## config.mk

```make
export PLATFORM = sky130hd
export DESIGN_NAME = bus_arbiter_flat
export DESIGN_NICKNAME = d
export VERILOG_FILES = /design/src/rtl/bus_arbiter_if.sv /design/src/rtl/bus_arbiter.sv /design/src/flat_wrapper.sv
export SDC_FILE = /design/constraint.sdc
export NUM_CORES = 1
export LEC_CHECK = 0
export ABC_AREA = 1
export CORE_ASPECT_RATIO = 0.75
export CORE_MARGIN = 4
export CORE_UTILIZATION = 30
export CTS_CLUSTER_SIZE = 30
export DETAILED_ROUTE_END_ITERATION = 6
export PLACE_DENSITY = 0.74
export SYNTH_ARGS = -nofsm -noshare
export SYNTH_HDL_FRONTEND = slang
export SYNTH_SLANG_ARGS = --single-unit
```

## constraint.sdc

```tcl
create_clock -name clk -period 2 [get_ports clk]
set_input_delay 0.6 -clock clk [delete_from_list [all_inputs] [get_ports clk]]
set_output_delay 0.6 -clock clk [all_outputs]
set_load 0.01 [all_outputs]
```

## src/rtl/bus_arbiter_if.sv

```systemverilog
// rtl/bus_arbiter_if.sv - two-master request/response bundle plus the downstream bridge bus
interface bus_arbiter_if;
  logic        m0_req;
  logic [31:0] m0_addr;
  logic [31:0] m0_wdata;
  logic [3:0]  m0_byteen;
  logic        m0_lock;
  logic        m0_gnt;
  logic        m0_done;
  logic        m0_err;
  logic [31:0] m0_rdata;

  logic        m1_req;
  logic [31:0] m1_addr;
  logic [31:0] m1_wdata;
  logic [3:0]  m1_byteen;
  logic        m1_lock;
  logic        m1_gnt;
  logic        m1_done;
  logic        m1_err;
  logic [31:0] m1_rdata;

  logic [31:0] s_addr;
  logic [31:0] s_wdata;
  logic [3:0]  s_byteen;
  logic [31:0] s_rdata;

  modport slave (
    input  m0_req, m0_addr, m0_wdata, m0_byteen, m0_lock,
    input  m1_req, m1_addr, m1_wdata, m1_byteen, m1_lock,
    input  s_rdata,
    output m0_gnt, m0_done, m0_err, m0_rdata,
    output m1_gnt, m1_done, m1_err, m1_rdata,
    output s_addr, s_wdata, s_byteen
  );

  modport master (
    output m0_req, m0_addr, m0_wdata, m0_byteen, m0_lock,
    output m1_req, m1_addr, m1_wdata, m1_byteen, m1_lock,
    output s_rdata,
    input  m0_gnt, m0_done, m0_err, m0_rdata,
    input  m1_gnt, m1_done, m1_err, m1_rdata,
    input  s_addr, s_wdata, s_byteen
  );
endinterface

```

## src/rtl/bus_arbiter.sv

```systemverilog
// rtl/bus_arbiter.sv - round-robin/lock arbiter and 3-state transfer sequencer for two bus masters
module bus_arbiter #(
  parameter int MAX_LOCK = 4
) (
  input  logic          clk,
  input  logic          reset,
  bus_arbiter_if.slave  bus
);
  localparam int CW = $clog2(MAX_LOCK + 1);
  localparam logic [CW-1:0] LOCK_MAX = CW'(MAX_LOCK);

  typedef enum logic [1:0] {IDLE = 2'd0, ADDR = 2'd1, RESP = 2'd2} state_t;

  state_t        state;
  state_t        state_nx;
  logic          owner;
  logic          rr_last;
  logic [CW-1:0] lock_cnt;
  logic          lat_lock;
  logic [31:0]   lat_addr;
  logic [31:0]   lat_wdata;
  logic [3:0]    lat_byteen;
  logic          win;
  logic          win_lock;
  logic          mapped;
  logic          busy;

  function automatic logic addr_mapped(input logic [31:0] a);
    return (a <= 32'h0000_2fff) ||
           (a >= 32'h0000_7f00 && a <= 32'h0000_7f0b) ||
           (a >= 32'h0000_7f10 && a <= 32'h0000_7f1b) ||
           (a >= 32'h0000_7f20 && a <= 32'h0000_7f23);
  endfunction

  always_comb begin
    state_nx = state;
    win      = owner;
    win_lock = 1'b0;
    case (state)
      IDLE: begin
        if (bus.m0_req || bus.m1_req) begin
          state_nx = ADDR;
          if (bus.m0_req && bus.m1_req) begin
            // lat_lock still holds the lock flag of the transfer that just finished
            if (lat_lock && lock_cnt < LOCK_MAX) begin
              win      = owner;
              win_lock = 1'b1;
            end else begin
              win = !rr_last;
            end
          end else begin
            win = bus.m1_req;
          end
        end
      end
      ADDR:    state_nx = RESP;
      RESP:    state_nx = IDLE;
      default: state_nx = IDLE;
    endcase
  end

  always_ff @(posedge clk) begin
    if (!reset) begin
      state      <= IDLE;
      owner      <= 1'b0;
      rr_last    <= 1'b1;
      lock_cnt   <= '0;
      lat_lock   <= 1'b0;
      lat_addr   <= '0;
      lat_wdata  <= '0;
      lat_byteen <= '0;
    end else begin
      state <= state_nx;
      if (state == IDLE && state_nx == ADDR) begin
        owner      <= win;
        rr_last    <= win;
        lock_cnt   <= win_lock ? lock_cnt + CW'(1) : '0;
        lat_lock   <= win ? bus.m1_lock   : bus.m0_lock;
        lat_addr   <= win ? bus.m1_addr   : bus.m0_addr;
        lat_wdata  <= win ? bus.m1_wdata  : bus.m0_wdata;
        lat_byteen <= win ? bus.m1_byteen : bus.m0_byteen;
      end
    end
  end

  assign mapped = addr_mapped(lat_addr);
  assign busy   = (state == ADDR) || (state == RESP);

  assign bus.s_addr   = lat_addr;
  assign bus.s_wdata  = lat_wdata;
  assign bus.s_byteen = (state == ADDR && mapped) ? lat_byteen : 4'b0000;

  assign bus.m0_gnt   = busy && !owner;
  assign bus.m1_gnt   = busy && owner;
  assign bus.m0_done  = (state == RESP) && !owner;
  assign bus.m1_done  = (state == RESP) && owner;
  assign bus.m0_err   = bus.m0_done && !mapped;
  assign bus.m1_err   = bus.m1_done && !mapped;
  assign bus.m0_rdata = (bus.m0_done && mapped) ? bus.s_rdata : 32'h0;
  assign bus.m1_rdata = (bus.m1_done && mapped) ? bus.s_rdata : 32'h0;
endmodule

```

## src/flat_wrapper.sv

```systemverilog
// flat-port wrapper written by rule: the top's interface ports become plain ports
module bus_arbiter_flat 
#(
  parameter int MAX_LOCK = 4
)
  (clk, reset, bus_m0_req, bus_m0_addr, bus_m0_wdata, bus_m0_byteen, bus_m0_lock, bus_m1_req, bus_m1_addr, bus_m1_wdata, bus_m1_byteen, bus_m1_lock, bus_s_rdata, bus_m0_gnt, bus_m0_done, bus_m0_err, bus_m0_rdata, bus_m1_gnt, bus_m1_done, bus_m1_err, bus_m1_rdata, bus_s_addr, bus_s_wdata, bus_s_byteen);
  bus_arbiter_if bus_i ();
  input  logic clk;
  input  logic reset;
  input wire logic [$bits(bus_i.m0_req)-1:0] bus_m0_req;
  input wire logic [$bits(bus_i.m0_addr)-1:0] bus_m0_addr;
  input wire logic [$bits(bus_i.m0_wdata)-1:0] bus_m0_wdata;
  input wire logic [$bits(bus_i.m0_byteen)-1:0] bus_m0_byteen;
  input wire logic [$bits(bus_i.m0_lock)-1:0] bus_m0_lock;
  input wire logic [$bits(bus_i.m1_req)-1:0] bus_m1_req;
  input wire logic [$bits(bus_i.m1_addr)-1:0] bus_m1_addr;
  input wire logic [$bits(bus_i.m1_wdata)-1:0] bus_m1_wdata;
  input wire logic [$bits(bus_i.m1_byteen)-1:0] bus_m1_byteen;
  input wire logic [$bits(bus_i.m1_lock)-1:0] bus_m1_lock;
  input wire logic [$bits(bus_i.s_rdata)-1:0] bus_s_rdata;
  output wire logic [$bits(bus_i.m0_gnt)-1:0] bus_m0_gnt;
  output wire logic [$bits(bus_i.m0_done)-1:0] bus_m0_done;
  output wire logic [$bits(bus_i.m0_err)-1:0] bus_m0_err;
  output wire logic [$bits(bus_i.m0_rdata)-1:0] bus_m0_rdata;
  output wire logic [$bits(bus_i.m1_gnt)-1:0] bus_m1_gnt;
  output wire logic [$bits(bus_i.m1_done)-1:0] bus_m1_done;
  output wire logic [$bits(bus_i.m1_err)-1:0] bus_m1_err;
  output wire logic [$bits(bus_i.m1_rdata)-1:0] bus_m1_rdata;
  output wire logic [$bits(bus_i.s_addr)-1:0] bus_s_addr;
  output wire logic [$bits(bus_i.s_wdata)-1:0] bus_s_wdata;
  output wire logic [$bits(bus_i.s_byteen)-1:0] bus_s_byteen;
  assign bus_i.m0_req = bus_m0_req;
  assign bus_i.m0_addr = bus_m0_addr;
  assign bus_i.m0_wdata = bus_m0_wdata;
  assign bus_i.m0_byteen = bus_m0_byteen;
  assign bus_i.m0_lock = bus_m0_lock;
  assign bus_i.m1_req = bus_m1_req;
  assign bus_i.m1_addr = bus_m1_addr;
  assign bus_i.m1_wdata = bus_m1_wdata;
  assign bus_i.m1_byteen = bus_m1_byteen;
  assign bus_i.m1_lock = bus_m1_lock;
  assign bus_i.s_rdata = bus_s_rdata;
  assign bus_m0_gnt = bus_i.m0_gnt;
  assign bus_m0_done = bus_i.m0_done;
  assign bus_m0_err = bus_i.m0_err;
  assign bus_m0_rdata = bus_i.m0_rdata;
  assign bus_m1_gnt = bus_i.m1_gnt;
  assign bus_m1_done = bus_i.m1_done;
  assign bus_m1_err = bus_i.m1_err;
  assign bus_m1_rdata = bus_i.m1_rdata;
  assign bus_s_addr = bus_i.s_addr;
  assign bus_s_wdata = bus_i.s_wdata;
  assign bus_s_byteen = bus_i.s_byteen;
  bus_arbiter #(.MAX_LOCK(MAX_LOCK)) u_core (.clk(clk), .reset(reset), .bus(bus_i));
endmodule
```

# [Yosys cells after proc, flatten, opt, wreduce, memory -nomap -nowiden]
# Cells that the tools add are included.
[word_totals] reg_bits=76 in_bits=174 out_inout_bits=138 wordCells=62
[op_classes] n_addsub=1 magnitude_cmp=8 n_eq_ne=3 mux=18 n_reduce_logical=24
[op_table] op="$mux 32" count=4
[op_table] op="$ge 32x15->1 const B" count=3
[op_table] op="$le 32x15->1 const B" count=3
[op_table] op="$le 32x14->1 const B" count=1
[op_table] op="$logic_and 1x1->1" count=15
[op_table] op="$mux 1" count=9
[op_table] op="$mux 4" count=2
[op_table] op="$logic_or 1x1->1" count=5
[op_table] op="$eq 2x1->1 const B" count=2
[op_table] op="$pmux 2 s2" count=1
[op_table] op="$add 3x1->3 const B" count=1
[op_table] op="$logic_not 1->1" count=3
[op_table] op="$lt 3x3->1 const B" count=1
[op_table] op="$mux 3" count=1
[op_table] op="$eq 2x2->1 const B" count=1
[op_table] op="$logic_not 2->1" count=1
[op_table] op="$mux 2" count=1

# [Depth between registers and ports, before layout]
[logic_depth] ltp_word=7 depth_mapped=12 mapped_depth_nobuf=11

# [Worst setup path after synthesis]
# No wires, ideal clock.
[synth_path] kind="reg2out" from="register u_core.lat_addr[13], in the netlist u_core.bus.s_addr[13]" to="output port bus_m0_rdata[10]" t_arrival_ns=1.434 t_required_ns=1.400 path_slack_ns=-0.034 path_stages_with_launch=12 n_path_buf=1 cell_sequence="dfxtp_1 nand2_1 nor2_4 nand3_1 nand2_1 inv_1 nand2_1 nand2_2 nand2_4 nand3_4 buf_6 nor2_1"
[synth_via] elab_chain_cells=7 elab_cells_between_ends=15 classes_between="order compare (7); mux (1); reduce/logical (7)"
[synth_rtl] element="start, declared" line_no="bus_arbiter.sv:20" rtl="logic [31:0] lat_addr;"
[synth_rtl] element="start signal, assigned" line_no="bus_arbiter.sv:79" rtl="lat_addr <= win ? bus.m1_addr : bus.m0_addr;"
[synth_rtl] element="$ge 32x15->1 or $le 32x15->1 (tied branches)" line_no="bus_arbiter.sv:30" rtl="(a >= 32'h0000_7f00 && a <= 32'h0000_7f0b) ||"
[synth_rtl] element="$logic_and 1x1->1" line_no="bus_arbiter.sv:30"
[synth_rtl] element="$logic_or 1x1->1" line_no="bus_arbiter.sv:29" rtl="return (a <= 32'h0000_2fff) ||"
[synth_rtl] element="$logic_or 1x1->1" line_no="bus_arbiter.sv:30"
[synth_rtl] element="$logic_or 1x1->1 (*)" line_no="bus_arbiter.sv:31" rtl="(a >= 32'h0000_7f10 && a <= 32'h0000_7f1b) ||"
[synth_rtl] element="$logic_and 1x1->1 (*)" line_no="bus_arbiter.sv:99" rtl="assign bus.m0_rdata = (bus.m0_done && mapped) ? bus.s_rdata : 32'h0;"
[synth_rtl] element="$mux 32 (*)" line_no="bus_arbiter.sv:99"
[synth_rtl] element="end, declared" line_no="flat_wrapper.sv:24" rtl="output wire logic [$bits(bus_i.m0_rdata)-1:0] bus_m0_rdata;"
# Every way passes the cells marked *; elsewhere a longest branch is shown, timed or not.

# [Final worst setup path]
[layout_path] from="register u_core.lat_addr[8], in the netlist u_core.bus.s_addr[8]" to="output port bus_m0_err"
[layout_via] elab_chain_cells=7 elab_cells_between_ends=15 classes_between="order compare (7); reduce/logical (8)"
[layout_rtl] element="$ge 32x15->1 or $le 32x15->1 (tied branches)" line_no="bus_arbiter.sv:30"
[layout_rtl] element="$logic_and 1x1->1" line_no="bus_arbiter.sv:30"
[layout_rtl] element="$logic_or 1x1->1" line_no="bus_arbiter.sv:29"
[layout_rtl] element="$logic_or 1x1->1" line_no="bus_arbiter.sv:30"
[layout_rtl] element="$logic_or 1x1->1 (*)" line_no="bus_arbiter.sv:31"
[layout_rtl] element="$logic_not 1->1 (*)" line_no="bus_arbiter.sv:97" rtl="assign bus.m0_err = bus.m0_done && !mapped;"
[layout_rtl] element="$logic_and 1x1->1 (*)" line_no="bus_arbiter.sv:97"
[layout_rtl] element="end, declared" line_no="flat_wrapper.sv:23" rtl="output wire logic [$bits(bus_i.m0_err)-1:0] bus_m0_err;"
# Marked as above.

==> qor.csv <==
stage;metric;value;unit
hold_path;hold_class;reg2reg;
clocking;cts_buffers;9;
die;rows;39;
synthesis;netlist_instances;806;
sta;tightest_slew;253;ps
synthesis;ys.flop_type;dfxtp_1;
sta;rsz0062_at_grt;true;
sta;max_freq;400;MHz
synthesis;synth-compound-area-share;2.74;%
synthesis;synth_top_family_by_area;simple AND/OR/NAND/NOR gates;
global_route;overflow;0;
synthesis;synth_seq_cells;76;
synthesis;synthTopCellsByCount;nand2_1, nor2_1, inv_1;
sta;hold_ws;454;ps
setup_path;start_kind;flip-flop;
synthesis;synth_mux_area_share;0;%
drt;drt_iter0_drc;278;
synthesis;ys_seq_area_share;32.6;%
pwr;power_density;730;nW/um^2
setup_path;crit_buf_inv;3;
drt;num_vias;5833;
sta;setup_ws;-500;ps
sta;slew_violations;0;
outcome;violations;negative setup slack;
final_layout;utilization;58.0;%
sta;setup_violations;72;
drt;ant_nets;0;
synthesis;synthSimpleGateAreaFrac;47.6;%
synthesis;synth_top_cell_by_area;dfxtp_1;
synthesis;synth.most_common_cell;nand2_1;
clocking;clock-root-buffer;clkbuf_16;
setup_path;cp_slowest_cell;dfxtp_1;
place;dp_hpwl;14500;um
setup_path;cp_cell_sequence;nand2_2 -> nor2_4 -> nand3_2 -> nand2_2 -> nand3_1 -> nand2_2 -> nand2_4 -> buf_4 -> buf_4 -> a21boi_1 -> buf_2;
sta;finClkSkew;6.65;ps
final_layout;drive_above_1_share;23.6;%
setup_path;arrival;1900;ps
clocking;path_clk_slew;60;ps
final_layout;fillers;1472;
place;port_buffers;311;
final_layout;num_antenna_cells;0;
global_route;grt_max_degree;50;
final_layout;multi_input_area;2620;sq um
die;die_h;116;um
die;io-pin-count;312;
synthesis;synthArstFlopShare;0;%
final_layout;syn_to_final_growth;89.4;%
global_route;track_usage;19.1;%
place;gp_congestion;0.847;
final_layout;final_area;8840;sq um
setup_path;critPathKind;reg2out;
place;placed_cells;1348;
synthesis;synth_area_leaders;dfxtp_1, nand2_1, nor2_1;
setup_path;critPathRequiredTime;1400;ps
global_route;grt_antenna_before_repair;0;
synthesis;synthAdderAreaFrac;1.07;%
setup_path;cp-end-kind;output pin;
setup_path;max_stage_delay;350;ps
clocking;htreeDepth;3;
drt;avgViaCountPerCell;4.24;
pwr;vdd_drop_max;378;uV
sta;hold_viol;0;
pwr;p_leak;0.00460;uW
global_route;grt_pass1_wl;27500;um
outcome;outcome;finished, violations left;
synthesis;syn_nets;984;
drt;post_drt_wl_per_cell;13.6;um
synthesis;synth.distinct_cells;26;
setup_path;crit_fanout;4;
synthesis;synth_area_per_cell;5.79;sq um
synthesis;yosys_warnings;0;
sta;min_period_over_period;125;%
clocking;cts_tree;yes;
setup_path;r2r_setup_slack;50;ps
drt;drc;0;
global_route;grt_pass1_vias;5324;
drt;drt_wl_total;18600;um
synthesis;synth-xor-area-share;0;%
place;pre_cts_ws;-638;ps
clocking;clk_path_buf_depth;2;
die;core_area;15200;sq um
synthesis;syn_area;4670;sq um
setup_path;path_delay_family;simple AND/OR/NAND/NOR gates;
die;die-area;17600;sq um
final_layout;regArea;1530;sq um
sta;relSlewSlack;83.1;%
die;die_x;152;um
final_layout;stdcell_count;1375;
run;max_cap_viol_count;0;
sta;layout_min_cycle_time;2500;ps
synthesis;synth_top_cell_area_share;32.6;%
final_layout;nets;1344;
drt;drt_pass1_iterations;5;
setup_path;crit_top_cell;nand2_2;
synthesis;synth_edf_count;0;
die;initial_core_util;30.6;%
place;dpl-instance-area;8480;sq um
clocking;clk_latency;320;ps
clocking;cts.sinks;76;
==> path summary, 6_finish.rpt <==
kind / start / to / cells after the start
worst min-delay path: u_core.lock_cnt[2] / u_core.lock_cnt[2] / 2
worst min register to register: u_core.lock_cnt[2] / u_core.lock_cnt[2] / 2
worst max register to register: u_core.state[0] / u_core.lat_byteen[3] / 14
worst max-delay path: u_core.bus.s_addr[8] / bus_m0_err / 11
==> sequential cells by signal, summed over array words and instances, names as in the netlist <==
signal and cells:
u_core.lat_lock 1, u_core.state 2, u_core.lat_byteen 4, u_core.rr_last 1, u_core.lock_cnt 3, u_core.bus.s_addr 32
u_core.owner 1, u_core.bus.s_wdata 32
==> area by class of cell <==
type | count | share of cell area, %
Timing Repair Buffer | 391 | 41.1
Multi-Input combinational cell | 559 | 29.7
Sequential cell | 76 | 17.4
Inverter | 129 | 5.56
Clock buffer | 12 | 2.90
Tap cell | 205 | 2.90
Clock inverter | 3 | 0.524
==> layout by cell type (no fill, tap or decap), types with 2 or more instances in the layout <==
cell             netlist  final
ha_4                   0      2
clkbuf_16              0     11
buf_2                 22     66
nand2_2                4     10
a21oi_1               17     14
buf_12                 0     13
nand3_4                2      3
inv_2                  4      7
buf_4                  4     60
dfxtp_1               76     66
nand2_4                1      3
nand3_2                0      2
nand4_1                3      3
clkbuf_8               0      2
nor3_1                 2      2
dlymetal6s2s_1         0      2
nor2_4                 2      8
nand3_1               76     73
nor2_2                23     55
inv_1                125    121
clkdlybuf4s50_1        0    233
a21oi_2                1      4
dfxtp_2                0     10
buf_6                  8     11
ha_1                   4      2
nor2_1               187    149
dlygate4sd2_1          0      2
nand2_1              231    223
==> per-layer routing <==
| metal | global-route usage (%) | share of wire [%] |
|---|---|---|
| met5 | 0 | 0 |
| met4 | 1.98 | 0.35 |
| met3 | 6.42 | 8.0 |
| met2 | 31.3 | 46 |
| met1 | 25.6 | 46 |
==> worst min-delay path: cells and delay by family, from the launching register on <==
family	cells	cell delay, ps
flip-flops	1	310
buffers and inverters	1	50
AO/OA/AOI/OAI	1	50
==> per-stage QoR <==
step / total power, uW / TNS (ps)
floorplan: 3250 / -805
global placement: 4630 / -51950
detailed placement: 4670 / -57970
CTS: 6410 / -31710
global route: 6890 / -41810
finish: 6450 / -31550
==> what timing repair did <==
item	CTS	global route
endpoints found under the setup margin	76	121
pin swaps	7	8
resized for setup	345	49
buffers inserted	8	5
hold buffers	0	0
cloned	0	2
==> power by group <==
group	total (uW)	switching, uW	internal [uW]
Sequential	1910	140	1770
Clock	1640	610	1030
Combinational	2890	1420	1470
Total	6450	2170	4280
==> logic make-up after synthesis <==
kind of cell / after synthesis
AOI/OAI and AO/OA: 23
adders and majority gates: 4
buffers and inverters: 171
DFF: 76
and+or+nand+nor: 532
(Power assumes the default switching activity.)
